===== src/rtl/interfaz_rx.sv =====
// Receive-side command assembler: gathers operand A, operand B and opcode bytes
// from the UART receiver and hands them to the ALU with a one-cycle valid strobe.
module interfaz_rx #(
  parameter int NB_DATA = 8,
  parameter int NB_OP   = 6
) (
  input  logic               i_clk,
  input  logic               i_rst,
  input  logic [NB_DATA-1:0] i_data,
  input  logic               i_done_rx,
  output logic [NB_DATA-1:0] o_dato_a,
  output logic [NB_DATA-1:0] o_dato_b,
  output logic [NB_OP-1:0]   o_opcode,
  output logic               o_valid
);

  typedef enum logic [1:0] {
    RX_A  = 2'd0,
    RX_B  = 2'd1,
    RX_OP = 2'd2,
    VALID = 2'd3
  } state_t;

  state_t             state_q, state_d;
  logic [NB_DATA-1:0] shadow_a_q, shadow_a_d;
  logic [NB_DATA-1:0] shadow_b_q, shadow_b_d;
  logic [NB_DATA-1:0] dato_a_q, dato_a_d;
  logic [NB_DATA-1:0] dato_b_q, dato_b_d;
  logic [NB_OP-1:0]   opcode_q, opcode_d;

  always_comb begin
    state_d    = state_q;
    shadow_a_d = shadow_a_q;
    shadow_b_d = shadow_b_q;
    dato_a_d   = dato_a_q;
    dato_b_d   = dato_b_q;
    opcode_d   = opcode_q;
    case (state_q)
      RX_A: begin
        if (i_done_rx) begin
          shadow_a_d = i_data;
          state_d    = RX_B;
        end
      end
      RX_B: begin
        if (i_done_rx) begin
          shadow_b_d = i_data;
          state_d    = RX_OP;
        end
      end
      RX_OP: begin
        // All three fields update on the same edge so the ALU never sees a mix.
        if (i_done_rx) begin
          dato_a_d = shadow_a_q;
          dato_b_d = shadow_b_q;
          opcode_d = i_data[NB_OP-1:0];
          state_d  = VALID;
        end
      end
      VALID: begin
        // A byte arriving during the strobe cycle starts the next command.
        if (i_done_rx) begin
          shadow_a_d = i_data;
          state_d    = RX_B;
        end else begin
          state_d    = RX_A;
        end
      end
      default: state_d = RX_A;
    endcase
  end

  always_ff @(posedge i_clk) begin
    if (!i_rst) begin
      state_q    <= RX_A;
      shadow_a_q <= '0;
      shadow_b_q <= '0;
      dato_a_q   <= '0;
      dato_b_q   <= '0;
      opcode_q   <= '0;
    end else begin
      state_q    <= state_d;
      shadow_a_q <= shadow_a_d;
      shadow_b_q <= shadow_b_d;
      dato_a_q   <= dato_a_d;
      dato_b_q   <= dato_b_d;
      opcode_q   <= opcode_d;
    end
  end

  assign o_dato_a = dato_a_q;
  assign o_dato_b = dato_b_q;
  assign o_opcode = opcode_q;
  assign o_valid  = (state_q == VALID);

endmodule


===== config.mk =====
export PLATFORM = sky130hd
export DESIGN_NAME = interfaz_rx
export DESIGN_NICKNAME = d
export VERILOG_FILES = /design/src/rtl/interfaz_rx.sv
export SDC_FILE = /design/constraint.sdc
export NUM_CORES = 1
export LEC_CHECK = 0
export BUFFER_PORTS_ARGS = -buffer_cell sky130_fd_sc_hd__buf_4
export CORE_AREA = 2 2 59 61
export CTS_CLUSTER_DIAMETER = 150
export CTS_CLUSTER_SIZE = 10
export DETAILED_ROUTE_END_ITERATION = 10
export DIE_AREA = 0 0 61 63
export PLACE_DENSITY = 0.7
export RECOVER_POWER = 50
export SLEW_MARGIN = 10
export SYNTH_ARGS = -nofsm -noshare
export SYNTH_HDL_FRONTEND = slang
export SYNTH_SLANG_ARGS = --single-unit
export TNS_END_PERCENT = 10

===== constraint.sdc =====
create_clock -name i_clk -period 1.8 [get_ports i_clk]
set_input_delay 0.09 -clock i_clk [delete_from_list [all_inputs] [get_ports i_clk]]
set_output_delay 0.09 -clock i_clk [all_outputs]
set_load 0.005 [all_outputs]

==> results of run 1 <==
## layer usage
metal  wire [um]  up-vias  GRT usage, %
met5           0        -             0
met4          62        0         8.152
met3         160        7         3.727
met2        1451       36         28.09
met1        1410      605         22.47
li1            -      691             -
## logic make-up after synthesis
family,Yosys count,share of synthesized area [%]
AOI/OAI and AO/OA,43,14.75
and+or+nand+nor,87,23.20
adders and majority gates,5,4.098
buffers and inverters,16,5.491
DFF,40,52.46
## worst min-delay path: stages
cell and delay, ps:
buf_4 120, nand2_1 50, a21oi_1 50
## timing repair
item                                   in CTS  in global routing
gates resized for setup                     0                  0
endpoints found under the hold margin       1                  3
setup buffers                               0                  0
hold buffers                                1                  3
## final timing paths
kind	cells past startpoint	end	start	slack [ps]
worst max register to register	5	shadow_a_q[1]	state_q[0]	220
worst min-delay path	3	shadow_a_q[5]	i_data[5]	9
worst min register to register	2	o_dato_b[6]	o_dato_b[6]	460
worst max-delay path	5	shadow_a_q[1]	state_q[0]	220
## state kept, by name, summed over array words and instances (netlist names)
name and count:
o_dato_a 8, o_dato_b 8, o_opcode 6, shadow_a_q 8
shadow_b_q 8, state_q 2
## final cells by class
cell class,instances,area (um2),share of cell area (%)
clock buffers,8,58.81,3.121
inverters,3,11.26,0.5976
well taps,46,57.56,3.054
repair buffers,41,319.1,16.93
flip-flops and latches,40,800.8,42.50
multi-input cells,135,636.9,33.80
## power by group
| part | internal, mW | switching (mW) | total (mW) |
|---|---|---|---|
| registers | 0.985 | 0.0566 | 1.04 |
| clock network | 0.193 | 0.273 | 0.466 |
| logic | 0.196 | 0.313 | 0.508 |
## cells in the mapped netlist (2+ instances only)
cell type,instances,share of area [%]
a21oi_1,39,13
buf_2,7,2.3
buf_4,2,0.98
clkbuf_1,3,0.74
dfxtp_1,40,52
ha_1,5,4.1
inv_1,3,0.74
nand2_1,71,17
nand3_1,8,2.6
nor2_1,3,0.74
==> flow_summary.json, run 1 <==
{
  "status": "finished clean",
  "grt_max_degree": 28,
  "hold_class": "input pin to register",
  "clock_path_buffers": 2,
  "path_delay_family": "simple AND/OR/NAND/NOR gates",
  "clk_pin_slew_ps": 110,
  "timing.setup.tns_ps": 0,
  "async_flop_share_pct": 0,
  "finalCritPeriodShare_pct": 87.86,
  "wire_per_inst_um": 11.30,
  "setup_viol": 0,
  "hpwl_um": 2163,
  "finalInstanceArea_um2": 1884,
  "syn-num-nets": 207,
  "grt_overflow": 0,
  "yosys_warnings": 0,
  "path_cells": "inv_1 -> ha_1 -> nor2b_1 -> nand2_1 -> a21oi_1",
  "initial_core_util_pct": 47.23,
  "num_vias": 1339,
  "layout.cells.most_common": "nand2_1",
  "viasPerCell": 4.905,
  "whs_ps": 9.406,
  "fin_skew_ps": 5.079,
  "dieArea_um2": 3843,
  "gp_congestion": 0.7720,
  "max_stage_delay_ps": 450,
  "crit_buf_inv": 1,
  "p_leak_nw": 0.7165,
  "drive_gt1_share_pct": 18.06,
  "clock-sinks": 40,
  "final.fill_count": 339,
  "rsz0062_at_grt": "no",
  "crit_arrival_ps": 1850,
  "final_cell_mix": "nand2_1, dfxtp_1, a21oi_1, clkbuf_4, buf_4",
  "crit_type": "register to register",
  "dominantRegCellSynth": "dfxtp_1",
  "cp_max_fo": 8,
  "cp-start-kind": "register",
  "route.detailed.drc": 0,
  "synth_area_um2": 1526,
  "min_period_ps": 1582,
  "cts.htree.levels": 2,
  "maxSlewHeadroom_pct": 63.81,
  "fmax_mhz": 632.3,
  "fin_cells": 273,
  "totalWireLength_um": 3085,
  "groute.usage.overall_pct": 17.71,
  "power.total_mw": 2.016,
  "portBuffers": 33,
  "first_pass_iters": 4,
  "nNetsFinal": 242,
  "drtAntennaViolNets": 0,
  "syn_area_per_cell_um2": 7.992,
  "maxCapViolCount": 0,
  "hold_violations": 0,
  "synth-edff-count": 0,
  "dp_cells": 261,
  "cts_tree": "yes",
  "dpl_cell_area_um2": 1802,
  "place_ws_ps": 254.7,
  "antenna_found_initial": 0,
  "setup_ws_ps": 218.4,
  "core_area_um2": 3232,
  "grt_pass1_wl_um": 5154,
  "drv_slew": 0,
  "io_pins": 34,
  "cp.required_ps": 2070,
  "placementRows": 21,
  "grt_pass1_vias": 1180,
  "worstMarginPinSlew_ps": 541.8,
  "crit_path_end_kind": "register",
  "ys_seq_area_share_pct": 52.46,
  "ys_types": 20,
  "ir_drop_mv": 0.6815,
  "clk-insertion-delay-late_ps": 340,
  "post-route-util_pct": 58.30,
  "dieHeight_um": 63,
  "ys_ff_latch": 40,
  "clockRootBuffer": "clkbuf_4",
  "syn_inst": 191,
  "slowest_stage": "nor2b_1",
  "diodes": 0,
  "die_x_um": 61,
  "numCtsBuffers": 5,
  "drtIter0Drc": 38,
  "syn_to_final_growth_pct": 23.44,
  "cellPowerDensity_nw_per_um2": 1070
}
No activity file was read; power rests on OpenSTA's default activity.
==> inputs of run 2 (changes only) <==
ABC_AREA = 1   (was not set)
CORE_AREA = 2 2 62 64   (was 2 2 59 61)
DIE_AREA = 0 0 64 66   (was 0 0 61 63)
PLACE_DENSITY = 0.63   (was 0.7)
==> run 2 against run 1 <==
  * Final cell count increased by 2.6%
  * Combinational power increased by 34%
  * Synthesized cell count stayed put
  * Hold slack got worse by 1.6 ps
  * First-iteration DRC count increased by 7.9%
  * Sequential power grew 12%
  * Sequential share of layout area increased by 0.057 points
  * Final area is 0.13% lower
  * Largest cell class unchanged
==> flow_summary.json, run 2 <==
{
  "dieArea_um2": 4224,
  "crit_type": "register to register",
  "ys_ff_latch": 40,
  "cp.required_ps": 2040,
  "core_area_um2": 3551,
  "synth_top_area_share_pct": 53.83,
  "drtAntennaViolNets": 0,
  "hold_class": "input pin to register",
  "cp-start-kind": "register",
  "timing.setup.tns_ps": 0,
  "cts_tree": "yes",
  "clock-sinks": 40,
  "finalCritPeriodShare_pct": 81.32,
  "antenna_found_initial": 0,
  "totalWireLength_um": 2907,
  "portBuffers": 33,
  "power.total_mw": 2.251,
  "dpl_cell_area_um2": 1769,
  "first_pass_iters": 4,
  "cts.htree.levels": 2,
  "grt_overflow": 0,
  "nNetsFinal": 248,
  "yosysMostFrequentCell": "nor2_1",
  "post-cts-setup-buffers": 0,
  "maxSlewHeadroom_pct": 73.53,
  "setup_viol": 0,
  "clk_pin_slew_ps": 110,
  "syn_area_per_cell_um2": 7.789,
  "finalInstanceArea_um2": 1882,
  "wire_per_inst_um": 10.38,
  "layout.cells.most_common": "nor2_1",
  "maxCapViolCount": 0,
  "async_flop_share_pct": 0,
  "dp_cells": 266,
  "drive_gt1_share_pct": 18.97,
  "initial_core_util_pct": 41.90,
  "dieHeight_um": 66,
  "fin_skew_ps": 8.011,
  "ys_types": 16,
  "route.detailed.drc": 0,
  "yosys_warnings": 0,
  "crit_path_end_kind": "register",
  "hold_violations": 0,
  "setup_ws_ps": 336.3,
  "diodes": 0,
  "dominantRegCellSynth": "dfxtp_1",
  "grt_pass1_wl_um": 5078,
  "syn-num-nets": 207,
  "grt_max_degree": 40,
  "gp_congestion": 0.7291,
  "syn_to_final_growth_pct": 26.49,
  "fmax_mhz": 683.2,
  "cellPowerDensity_nw_per_um2": 1196,
  "p_leak_nw": 0.8146,
  "status": "finished clean",
  "ys_top_cells_by_count": "nor2_1, dfxtp_1, o21ai_0",
  "yosysTopAreaCell": "dfxtp_1",
  "die_x_um": 64,
  "min_period_ps": 1464,
  "fin_cells": 280,
  "clock_path_buffers": 2,
  "synth.area.top_cells": "dfxtp_1, nor2_1, o21ai_0",
  "ys_seq_area_share_pct": 53.83,
  "io_pins": 34,
  "rsz0062_at_grt": "no",
  "hp-start": "i_data[0]",
  "grt_pass1_vias": 1204,
  "viasPerCell": 4.579,
  "r2r-start": "state_q[0]",
  "clk-insertion-delay-late_ps": 340,
  "num_vias": 1282,
  "hpwl_um": 2041,
  "synth-edff-count": 0,
  "ir_drop_mv": 0.6627,
  "numCtsBuffers": 5,
  "worstMarginPinSlew_ps": 397.0,
  "crit_start": "state_q[0]",
  "cp_max_fo": 9,
  "ctsResizeCount": 0,
  "crit_arrival_ps": 1700,
  "clockRootBuffer": "clkbuf_4",
  "final_cell_mix": "nor2_1, dfxtp_1, o21ai_0, clkbuf_4, buf_4",
  "synth_area_um2": 1488,
  "drtIter0Drc": 41,
  "placementRows": 22,
  "groute.usage.overall_pct": 15.78,
  "drv_slew": 0,
  "place_ws_ps": 324.0,
  "syn_inst": 191
}
run 2: changes by cell type in the layout (fill, tap and decap cells not counted), moves of 33 or more:
| cell | before | now |
|---|---|---|
| nor2_1 | 3 | 77 |
| o21ai_0 | 1 | 34 |
| a21oi_1 | 39 | 2 |
| nand2_1 | 71 | 6 |
run 2: report_power, final:
| group | switching [mW] | leakage, nW | internal [mW] |
|---|---|---|---|
| Sequential | 0.0945 | 0.327 | 1.07 |
| Clock | 0.264 | 0.0281 | 0.144 |
| Combinational | 0.382 | 0.460 | 0.297 |
| Total | 0.740 | 0.815 | 1.51 |
run 2: layer usage:
| metal | routed length (um) | GRT usage, % |
|---|---|---|
| met1 | 1336 | 17.62 |
| met2 | 1376 | 27.47 |
| met3 | 138 | 4.770 |
| met4 | 56 | 7.337 |
| met5 | 0 | 0 |
run 2: path summary, 6_finish.rpt:
kind                                      end  depth (start not counted)  slack (ps)
worst min-delay path            shadow_b_q[0]                          3           8
worst max-delay path            shadow_a_q[0]                          6         340
worst max register to register  shadow_a_q[0]                          6         340
worst min register to register  shadow_b_q[4]                          2         490
run 2: worst max-delay path: stages (launching register included):
cell     delay, ps
dfxtp_1        410
inv_1          110
ha_1           350
nor2_4         220
inv_2          120
nor2_1         100
nor2_1          50
run 2: cells by family after synthesis:
| family | count (synthesis) | share of synthesized area [%] |
|---|---|---|
| AOI/OAI and AO/OA | 40 | 13.46 |
| adders and majority gates | 5 | 4.205 |
| buffers and inverters | 17 | 5.046 |
| DFF | 40 | 53.83 |
| and+or+nand+nor | 89 | 23.47 |
run 2: stage by stage:
stage / hold WS, ps / util (%)
2_1_floorplan: 224.9 / -
3_3_place_gp: 332.3 / 49.82
3_5_place_dp: 336.7 / 49.82
4_1_cts: 2.094 / 53.10
5_1_grt: 20.20 / 53.00
6_report: 7.843 / 53.00
run 2: timing repair:
action	4_1_cts	5_1_grt
hold endpoints to repair	8	0
hold buffers	7	0
endpoints found under the setup margin	0	0
run 2: layout make-up:
class / count / area, um2
repair buffers: 42 / 329.1
inverters: 9 / 33.78
multi-input cells: 134 / 611.8
clock inverters: 1 / 5.005
clock buffers: 6 / 41.29
flip-flops and latches: 40 / 800.8
well taps: 48 / 60.06
fillers: 378 / 1669
==> inputs of run 3 (changes only) <==
clock period = 1.5 ns   (was 1.8 ns; I/O delays follow)
==> run 3 against run 2 <==
  * Setup slack got worse by 180 ps
  * Final cell count rose by 1.4%
  * Count of clock-buffer cells in the layout did not move
  * First-iteration DRC count rose by 22%
  * Via count rose by 1.2%
  * Hold slack improved by 130 ps
  * Non-clock buffer count rose by 4
  * Combinational power rose by 26%
==> flow_summary.json, run 3 (synthesis results as in run 2) <==
{
  "p_switching_mw": 0.8975,
  "finalInstanceArea_um2": 1914,
  "place_ws_ps": 109.2,
  "gp_congestion": 0.7608,
  "fin_skew_ps": 9.065,
  "swShare_pct": 32.78,
  "nNetsFinal": 252,
  "crit_type": "register to register",
  "setup_viol": 0,
  "final.fill_count": 365,
  "grt_pass1_wl_um": 5188,
  "cp.required_ps": 1730,
  "wire_per_inst_um": 10.32,
  "totalWireLength_um": 2932,
  "drtIter0Drc": 50,
  "clock-sinks": 40,
  "maxSlewHeadroom_pct": 75.17,
  "layout.cells.most_common": "nor2_1",
  "combPwrFrac_pct": 31.2,
  "p_clk_share_pct": 18.0,
  "first_pass_iters": 4,
  "cts.htree.levels": 2,
  "rsz0062_at_grt": "no",
  "clk-insertion-delay-late_ps": 330,
  "maxCapViolCount": 0,
  "hpwl_um": 2021,
  "groute.usage.overall_pct": 15.96,
  "cp-start-kind": "register",
  "core_area_um2": 3551,
  "antenna_found_initial": 0,
  "fmax_mhz": 742.1,
  "path_cells": "inv_1 -> ha_1 -> nor2_4 -> buf_4 -> o21ai_0 -> nor2_1",
  "cellPowerDensity_nw_per_um2": 1430,
  "crit_arrival_ps": 1580,
  "viasPerCell": 4.567,
  "p_seq_share_pct": 50.8,
  "max_stage_delay_ps": 400,
  "finalCritPeriodShare_pct": 89.84,
  "drv_slew": 0,
  "internal_power_mw": 1.840,
  "io_pins": 34,
  "reg2reg_depth": 6,
  "hold_class": "input pin to register",
  "hold_violations": 0,
  "status": "finished clean",
  "p_leak_nw": 0.8325,
  "slowest_stage": "dfxtp_1",
  "holdPathStages": 3,
  "timing.setup.tns_ps": 0,
  "portBuffers": 33,
  "ctsResizeCount": 0,
  "die_x_um": 64,
  "r2r_end": "shadow_a_q[3]",
  "worstMarginPinSlew_ps": 371.9,
  "num_vias": 1297,
  "drtAntennaViolNets": 0,
  "ir_drop_mv": 0.8537,
  "r2r_slack_ps": 150,
  "setup_ws_ps": 152.4,
  "placementRows": 22,
  "grt_max_degree": 40,
  "grt_overflow": 0,
  "dieHeight_um": 66,
  "cp_max_fo": 6,
  "initial_core_util_pct": 41.90,
  "dpl_cell_area_um2": 1784,
  "grt_pass1_vias": 1174,
  "min_to": "shadow_a_q[2]",
  "cts_tree": "yes",
  "r2r-start": "state_q[1]",
  "crit_path_end_kind": "register",
  "syn_to_final_growth_pct": 28.68,
  "numCtsBuffers": 5,
  "clock_path_buffers": 2,
  "dp_cells": 268,
  "drive_gt1_share_pct": 19.92,
  "clockRootBuffer": "clkbuf_4",
  "min_period_ps": 1348,
  "dieArea_um2": 4224,
  "route.detailed.drc": 0,
  "diodes": 0,
  "clk_pin_slew_ps": 110,
  "fin_cells": 284,
  "hp-start": "i_rst",
  "final_cell_mix": "nor2_1, dfxtp_1, o21ai_0, clkbuf_4, buf_4"
}
## run 3: critical path, delay by kind of cell (launching register included)
kind,cells,cell delay [ps]
DFF,1,400
AOI/OAI and AO/OA,1,150
and+or+nand+nor,2,100
buffers and inverters,2,250
adders and majority gates,1,340
## run 3: cell type report
class	count	area, um2	area share (%)
clock buffers	6	41.29	2.157
clock inverters	1	5.005	0.2614
inverters	9	33.78	1.765
well taps	48	60.06	3.137
flip-flops and latches	40	800.8	41.83
multi-input cells	134	611.8	31.96
repair buffers	46	361.6	18.89
## run 3: how the worst max path moves through the flow
| stage | from | end | slack [ps] |
|---|---|---|---|
| finish | state_q[1] | shadow_a_q[3] | 150 |
| global route | state_q[1] | shadow_a_q[0] | 60 |
| CTS | state_q[1] | shadow_a_q[5] | 90 |
| detailed placement | state_q[1] | shadow_a_q[3] | 110 |
| global placement | state_q[1] | shadow_a_q[5] | 150 |
| floorplan | state_q[0] | shadow_a_q[2] | 210 |
## run 3: metrics by stage
stage	total power, mW	hold slack [ps]	util, %
4_1_cts	2.781	118.5	53.81
5_1_grt	2.981	141.3	53.91
2_1_floorplan	1.953	209.9	-
6_report	2.738	136.4	53.91
3_5_place_dp	2.276	323.1	50.25
3_3_place_gp	2.268	316.9	50.25
## run 3: timing repair
action	CTS	global route
endpoints found under the setup margin	0	5
hold endpoints to repair	13	0
buffers inserted	0	1
hold buffers	8	0
## run 3: power groups by stage
stage                     logic (mW)  registers, mW  clock network (mW)
final                          0.855           1.39               0.492
after floorplan                0.538           1.41                   0
after global placement         0.849           1.42                   0
after global routing            1.00           1.42               0.559
after detailed placement       0.857           1.42                   0
after CTS                      0.876           1.39               0.510
## run 3: per-layer routing
layer | vias up | global-route usage [%] | share of wire, %
met1 | 566 | 19.09 | 49
met2 | 25 | 27.34 | 45
li1 | 701 | - | -
met5 | - | 0 | 0
met3 | 5 | 4.429 | 4.7
met4 | 0 | 5.707 | 1.2
